==> src/rtl/hex_printer.sv <==
// hex_printer: latches a value on request and writes it to a UART TX FIFO as
// uppercase ASCII hex, most significant nibble first, one byte per clock.
// Optional macro HEXPRINT_CRLF_EN appends CR LF (TAIL state) to each string.
//
// Handshake (FIFO write side): a byte is transferred in every cycle where
// wren_o=1; wren_o is only raised while full_i=0, and full_i gates it in the
// same cycle, so a write is never issued into a full FIFO. The index and
// state advance only on cycles where a byte is actually transferred.
module hex_printer #(
  parameter int NIBBLES = 4
) (
  input  logic                 clk_i,
  input  logic                 rst_i,
  input  logic [4*NIBBLES-1:0] value_i,
  input  logic                 send_i,
  output logic                 busy_o,
  output logic [7:0]           byte_o,
  output logic                 wren_o,
  input  logic                 full_i,
  output logic [1:0]           dbg_state_o
);

  typedef enum logic [1:0] {
    S_IDLE   = 2'd0,
    S_DIGITS = 2'd1
`ifdef HEXPRINT_CRLF_EN
    ,S_TAIL  = 2'd2
`endif
  } state_t;

  localparam logic [3:0] LAST_DIGIT = 4'(NIBBLES - 1);
`ifdef HEXPRINT_CRLF_EN
  localparam logic [3:0] LAST_TAIL  = 4'(NIBBLES + 1);
`endif

  state_t               r_state;
  logic [3:0]           r_idx;
  logic [4*NIBBLES-1:0] r_shadow;
  logic                 r_busy;

  state_t               w_state_nx;
  logic [3:0]           w_idx_nx;
  logic                 w_load;
  logic                 w_wren;
  logic [4*NIBBLES-1:0] w_shift;
  logic [3:0]           w_digit;
  logic [7:0]           w_ascii;

  assign w_wren = (r_state != S_IDLE) & ~full_i;

  // Select the nibble at the current index by shifting it to the top.
  assign w_shift = r_shadow << {r_idx, 2'b00};
  assign w_digit = w_shift[4*NIBBLES-1 -: 4];
  assign w_ascii = (w_digit < 4'd10) ? (8'h30 + {4'h0, w_digit})
                                     : (8'h37 + {4'h0, w_digit});

  // Next-state and index logic; progress only on a transferred byte.
  always_comb begin
    w_state_nx = r_state;
    w_idx_nx   = r_idx;
    w_load     = 1'b0;
    case (r_state)
      S_IDLE: begin
        if (send_i) begin
          w_load     = 1'b1;
          w_idx_nx   = 4'd0;
          w_state_nx = S_DIGITS;
        end
      end
      S_DIGITS: begin
        if (w_wren) begin
          w_idx_nx = r_idx + 4'd1;
          if (r_idx == LAST_DIGIT) begin
`ifdef HEXPRINT_CRLF_EN
            w_state_nx = S_TAIL;
`else
            w_state_nx = S_IDLE;
`endif
          end
        end
      end
`ifdef HEXPRINT_CRLF_EN
      S_TAIL: begin
        if (w_wren) begin
          w_idx_nx = r_idx + 4'd1;
          if (r_idx == LAST_TAIL) begin
            w_state_nx = S_IDLE;
          end
        end
      end
`endif
      default: w_state_nx = S_IDLE;
    endcase
  end

  // Output character mux: digits, or CR/LF while in the tail.
  always_comb begin
    byte_o = w_ascii;
`ifdef HEXPRINT_CRLF_EN
    if (r_state == S_TAIL) begin
      byte_o = (r_idx == LAST_DIGIT + 4'd1) ? 8'h0D : 8'h0A;
    end
`endif
  end

  // State, index, shadow value and busy flag registers.
  always_ff @(posedge clk_i or posedge rst_i) begin
    if (rst_i) begin
      r_state  <= S_IDLE;
      r_idx    <= 4'd0;
      r_shadow <= '0;
      r_busy   <= 1'b0;
    end else begin
      r_state <= w_state_nx;
      r_idx   <= w_idx_nx;
      r_busy  <= (w_state_nx != S_IDLE);
      if (w_load) begin
        r_shadow <= value_i;
      end
    end
  end

  assign busy_o      = r_busy;
  assign wren_o      = w_wren;
  assign dbg_state_o = r_state;

endmodule

==> config.mk <==
export PLATFORM = sky130hd
export DESIGN_NAME = hex_printer
export DESIGN_NICKNAME = d
export VERILOG_FILES = /design/src/rtl/hex_printer.sv
export SDC_FILE = /design/constraint.sdc
export NUM_CORES = 1
export LEC_CHECK = 0
export BUFFER_PORTS_ARGS = -buffer_cell sky130_fd_sc_hd__clkbuf_2
export CORE_UTILIZATION = 47
export DETAILED_ROUTE_END_ITERATION = 7
export PLACE_DENSITY_LB_ADDON = 0.25
export SYNTH_ARGS = -nofsm -noshare
export SYNTH_HDL_FRONTEND = slang
export SYNTH_SLANG_ARGS = --single-unit
export TNS_END_PERCENT = 1
==> constraint.sdc <==
create_clock -name clk_i -period 2.4 [get_ports clk_i]
set_clock_uncertainty 0.15 [all_clocks]
set_input_delay 0 -clock clk_i [delete_from_list [all_inputs] [get_ports clk_i]]
set_output_delay 0 -clock clk_i [all_outputs]
set_load 0.02 [all_outputs]
==> results of run 1 <==
## per-stage QoR
stage | instances | total power (W)
detailed placement | 147 | 0.00103
global route | 174 | 0.00134
finish | 174 | 0.00125
global placement | 147 | 0.00101
CTS | 173 | 0.00124
floorplan | 94 | 0.000904
## what timing repair did
action	CTS	global route
setup endpoints to repair	3	3
gates resized for setup	1	4
gates cloned	0	0
setup buffers	2	1
pin swaps	0	0
endpoints found under the hold margin	44	0
hold buffers	20	0
## power by group
part | switching [W] | internal (W) | total (W)
clock | 0.000113 | 0.0000647 | 0.000177
combinational | 0.000281 | 0.000282 | 0.000564
sequential | 0.0000584 | 0.000455 | 0.000513
## worst reg2reg max path, delay by kind of cell (launching register included)
family                     cells  cell delay, ns
AOI/OAI and AO/OA              1            0.16
buffers and inverters          2            0.72
adders and majority gates      1            0.18
DFF                            1            0.46
and+or+nand+nor                1            0.15
## kinds of logic after synthesis
logic type | count (synthesis) | share of synthesized area (%)
buffers and inverters | 8 | 4.13
muxes | 23 | 25.9
adders and majority gates | 2 | 2.12
AOI/OAI and AO/OA | 15 | 9.74
and+or+nand+nor | 21 | 9.10
other | 1 | 0.317
DFF | 23 | 48.7
## flip-flops by register name, summed over array words and instances, names as in the netlist
register,count
r_idx,4
busy_o,1
dbg_state_o,2
r_shadow,16
## path summary, 6_finish.rpt
check	to	cells after the start
max	byte_o[1]	5
min reg2reg	r_shadow[4]	1
min	r_shadow[13]	3
max in group asynchronous	r_idx[0]	3
min in group clk_i	r_shadow[12]	3
max reg2reg	busy_o	5
## area by class of cell
class,instances,area [um^2]
multi-input cells,63,561
inverters,2,7.51
flip-flops and latches,23,577
fillers,180,708
clock buffers,4,26.3
well taps,28,35.0
repair buffers,54,383
## per-layer routing
layer  share of wire, %  up-vias
met2                 52       25
met5                  0        -
met4               0.69        0
met3                3.5        2
met1                 44      436
li1                   -      439
## synthesized netlist by cell type
master     instances  area share [%]
a22o_1             2             1.5
o21bai_1           1            0.64
and2_1             1            0.53
clkbuf_2           1            0.42
mux4_1             1             2.2
inv_1              2            0.64
buf_4              2             1.3
dfrtp_1           23              49
nand2_1            4             1.3
mux2_2            18              17
nand2b_1           3             1.6
buf_6              1            0.95
or2_1              1            0.53
mux2i_1            1            0.85
a22o_2             2             1.7
nor2b_1            1            0.53
o21a_1             1            0.64
a2111oi_2          1             1.3
a21boi_0           1            0.64
a21oi_1            3             1.3
o21ai_1            1            0.42
nor2_1             7             2.2
ha_1               2             2.1
mux4_2             3             5.7
and4b_1            1            0.85
a31oi_1            2             1.1
buf_2              2            0.85
or4_1              1            0.64
or2_2              1            0.53
conb_1             1            0.32
o31ai_1            1            0.64
nand3_1            1            0.42
==> flow_metrics.py, run 1 <==
metrics = {
    "pwr": {
        "power.density_mw_per_mm2": 789,
        "leakagePower_nw": 0.741,
        "peakVddDrop_mv": 0.563,
    },
    "clock_tree": {
        "numCtsBuffers": 3,
        "cts_tree": "done",
        "cts.sinks": 23,
        "h-tree-depth": 1,
        "clk_pin_slew_ns": 0.12,
        "cts.path.max_buffers": 2,
        "clkLatencyLatePin_ns": 0.30,
        "clock-root-buffer": "clkbuf_4",
    },
    "routing": {
        "num_vias": 902,
        "vias_per_cell": 5.18,
        "wl_um": 2320,
        "ant_nets": 0,
        "wl_per_cell_um": 13.3,
        "drc": 0,
        "drtIter0Drc": 10,
        "dr.pass1.iters": 4,
    },
    "critical_path": {
        "crit_buf_inv": 1,
        "end_kind": "primary output",
        "r2r_slack_ns": 0.53,
        "path_cells": "mux4_2, nand2_1, ha_1, a2111oi_2, buf_4",
        "worstSetupStartpointType": "flop",
        "crit_family": "multiplexers",
        "cpPeakStageDelay_ns": 0.56,
        "critPathSlowestCell": "mux4_2",
        "cp.arrival_ns": 2.12,
        "critPathRequiredTime_ns": 2.25,
        "cp-startpoint": "r_idx[0]",
        "r2r-start": "r_idx[0]",
        "path_class": "flop to primary output",
        "worst-path-max-fanout": 4,
    },
    "yosys": {
        "syn_area_per_cell_um2": 12.7,
        "yosysUniqueCellTypes": 32,
        "yosysWarnings": 0,
        "synth_cells": 93,
        "yosys_register_bits": 23,
        "yosysSeqAreaShare_pct": 48.7,
        "synthesis.area_mm2": 0.00118,
    },
    "place": {
        "place_area_mm2": 0.00134,
        "place_congestion": 0.726,
        "dp_slack_ns": 0.213,
        "place_hpwl_um": 1560,
        "port-buffer-count": 30,
    },
    "grt": {
        "track_usage_pct": 20.1,
        "grt_use_met1_pct": 25.1,
        "grt_max_degree": 24,
        "gr-usage-met2_pct": 34.2,
        "use_met3_pct": 4.09,
        "first_global_vias": 891,
        "top_usage_layer": "met2",
        "grt_pass1_wl_um": 3930,
        "overflow": 0,
        "antenna_found_initial": 0,
    },
    "timing": {
        "grt_setup_unrepaired": "no",
        "setup_slack_ns": 0.125,
        "relSlewSlack_pct": 43.5,
        "max_freq_mhz": 440,
        "worst_slew_pin_slew_ns": 0.847,
        "drv_slew": 0,
        "fin_crit_sh_pct": 94.8,
        "tns_ns": 0,
        "hold_viol": 0,
        "finalSetupViolCount": 0,
        "period_needed_ns": 2.27,
        "hold_ws_ns": 0.233,
    },
    "cells_and_area": {
        "final_area_mm2": 0.00159,
        "postLayoutCoreUtil_pct": 69.2,
        "antennaDiodeCount": 0,
        "fin_nets": 169,
        "drive_above_1_share_pct": 44.5,
        "final_cell_mix": "clkbuf_2 (29), dfrtp_1 (22), dlygate4sd3_1 (20)",
        "final_common_cell": "clkbuf_2",
        "area_delta_synth_final_pct": 34.4,
    },
    "status": {
        "status": "completed",
    },
    "floorplanning": {
        "die_h_um": 52.2,
        "io_pins": 32,
        "die_area_mm2": 0.00272,
        "die_w_um": 52.2,
        "initial_core_util_pct": 51.5,
        "rows": 17,
        "core_mm2": 0.00230,
    },
    "job": {
        "cap_violations": 0,
    },
    "hold_path": {
        "hold_class": "input pin to asynchronous set/reset pin",
    },
}
Power figures use the tool's default switching activity.
==> inputs of run 2 (changes only) <==
--- a/config.mk
+++ b/config.mk
@@ -9,6 +9,7 @@
 export CORE_UTILIZATION = 47
 export DETAILED_ROUTE_END_ITERATION = 7
 export PLACE_DENSITY_LB_ADDON = 0.25
+export RECOVER_POWER = 25
 export SYNTH_ARGS = -nofsm -noshare
 export SYNTH_HDL_FRONTEND = slang
 export SYNTH_SLANG_ARGS = --single-unit
==> flow_metrics.py, run 2 (synthesis results as in run 1) <==
metrics = {
    "grt": {
        "first_global_vias": 891,
        "grt_max_degree": 24,
        "overflow": 0,
        "grt_use_met1_pct": 25.1,
        "gr-usage-met2_pct": 34.2,
        "track_usage_pct": 20.1,
        "grt_pass1_wl_um": 3930,
        "use_met3_pct": 4.09,
        "top_usage_layer": "met2",
        "antenna_found_initial": 0,
    },
    "clock_tree": {
        "cts.sinks": 23,
        "cts.path.max_buffers": 2,
        "numCtsBuffers": 3,
        "clk_pin_slew_ns": 0.12,
        "cts_tree": "done",
        "clkLatencyLatePin_ns": 0.30,
        "h-tree-depth": 1,
        "clock-root-buffer": "clkbuf_4",
    },
    "routing": {
        "vias_per_cell": 5.20,
        "drc": 0,
        "wl_um": 2320,
        "dr.pass1.iters": 4,
        "num_vias": 904,
        "wl_per_cell_um": 13.3,
        "ant_nets": 0,
        "drtIter0Drc": 10,
    },
    "pwr": {
        "leakagePower_nw": 0.735,
        "power.density_mw_per_mm2": 790,
        "peakVddDrop_mv": 0.563,
    },
    "timing": {
        "grt_setup_unrepaired": "no",
        "finalSetupViolCount": 0,
        "hold_ws_ns": 0.233,
        "setup_slack_ns": 0.125,
        "hold_viol": 0,
        "period_needed_ns": 2.28,
        "max_freq_mhz": 440,
        "fin_crit_sh_pct": 94.8,
        "worst_slew_pin_slew_ns": 0.847,
        "tns_ns": 0,
        "drv_slew": 0,
        "relSlewSlack_pct": 43.5,
    },
    "status": {
        "status": "completed",
    },
    "critical_path": {
        "critPathSlowestCell": "mux4_2",
        "end_kind": "primary output",
        "path_class": "flop to primary output",
        "cp.arrival_ns": 2.13,
        "cpPeakStageDelay_ns": 0.56,
        "critPathRequiredTime_ns": 2.25,
        "worst-path-max-fanout": 4,
        "r2r_slack_ns": 0.53,
        "path_cells": "mux4_2, nand2_1, ha_1, a2111oi_2, buf_4",
        "worstSetupStartpointType": "flop",
    },
    "cells_and_area": {
        "final_cell_mix": "clkbuf_2 (27), dfrtp_1 (22), dlygate4sd3_1 (20)",
        "regMostFlops": "r_shadow",
        "drive_above_1_share_pct": 43.2,
        "area_delta_synth_final_pct": 34.2,
        "largest_reg_flops": 16,
        "postLayoutCoreUtil_pct": 69.1,
        "fin_nets": 169,
        "final_common_cell": "clkbuf_2",
        "fillCellCount": 181,
        "final_area_mm2": 0.00159,
        "antennaDiodeCount": 0,
    },
    "place": {
        "place_congestion": 0.726,
        "place_hpwl_um": 1560,
        "dp_slack_ns": 0.213,
        "place_area_mm2": 0.00134,
        "port-buffer-count": 30,
    },
    "floorplanning": {
        "initial_core_util_pct": 51.5,
        "die_h_um": 52.2,
        "core_mm2": 0.00230,
        "io_pins": 32,
        "rows": 17,
        "die_area_mm2": 0.00272,
        "die_w_um": 52.2,
    },
    "hold_path": {
        "hold_class": "input pin to asynchronous set/reset pin",
    },
    "job": {
        "cap_violations": 0,
    },
}
[run 2: cell counts in the layout (fill, tap and decap cells not counted)]
Identical to the previous run, type by type.
[run 2: report_power, final]
part           total [W]  switching (W)  internal, W  leakage (nW)
Combinational   0.000563       0.000281     0.000282         0.442
Clock           0.000177       0.000113    0.0000647        0.0150
Sequential      0.000513      0.0000585     0.000455         0.278
Total            0.00125       0.000453     0.000801         0.735
[run 2: cell type report]
cell class                 count  area, um^2  area share (%)
clock buffer                   4        26.3            1.66
inverter                       2        7.51           0.473
multi-input combinational     63         561            35.3
sequential                    23         577            36.4
tap                           28        35.0            2.21
timing repair buffer          54         380            24.0
[run 2: worst max-delay path, delay by kind of cell, from the launching register on]
| family | cells | cell delay, ns |
|---|---|---|
| AO/OA/AOI/OAI | 1 | 0.29 |
| multiplexers | 1 | 0.56 |
| AND/OR/NAND/NOR | 1 | 0.10 |
| adder cells (fa/ha/maj) | 1 | 0.24 |
| flip-flops | 1 | 0.44 |
| buffers and inverters | 1 | 0.19 |
[run 2: through the flow]
step / instances / power [W]
after floorplan: 94 / 0.000904
final: 174 / 0.00125
after detailed placement: 147 / 0.00103
after global routing: 174 / 0.00134
after CTS: 173 / 0.00124
after global placement: 147 / 0.00101
[run 2: worst paths after layout]
check                             from            to  cells after the start
setup / recovery              r_idx[0]     byte_o[1]                      5
setup reg to reg              r_idx[0]        busy_o                      5
min in group clk_i         value_i[12]  r_shadow[12]                      3
max in group asynchronous        rst_i      r_idx[0]                      3
hold reg to reg            r_shadow[4]   r_shadow[4]                      1
hold / removal                   rst_i  r_shadow[13]                      3
[run 2: timing repair]
item / in CTS / in global routing
setup endpoints to repair: 3 / 3
hold buffers: 20 / 0
gates resized for setup: 1 / 4
endpoints found under the hold margin: 44 / 0
setup buffers: 2 / 1
[run 2: layer usage]
metal	vias to the layer above	part of all wire, %
li1	439	-
met1	438	44
met2	25	52
met3	2	3.6
met4	0	0.69
met5	-	0
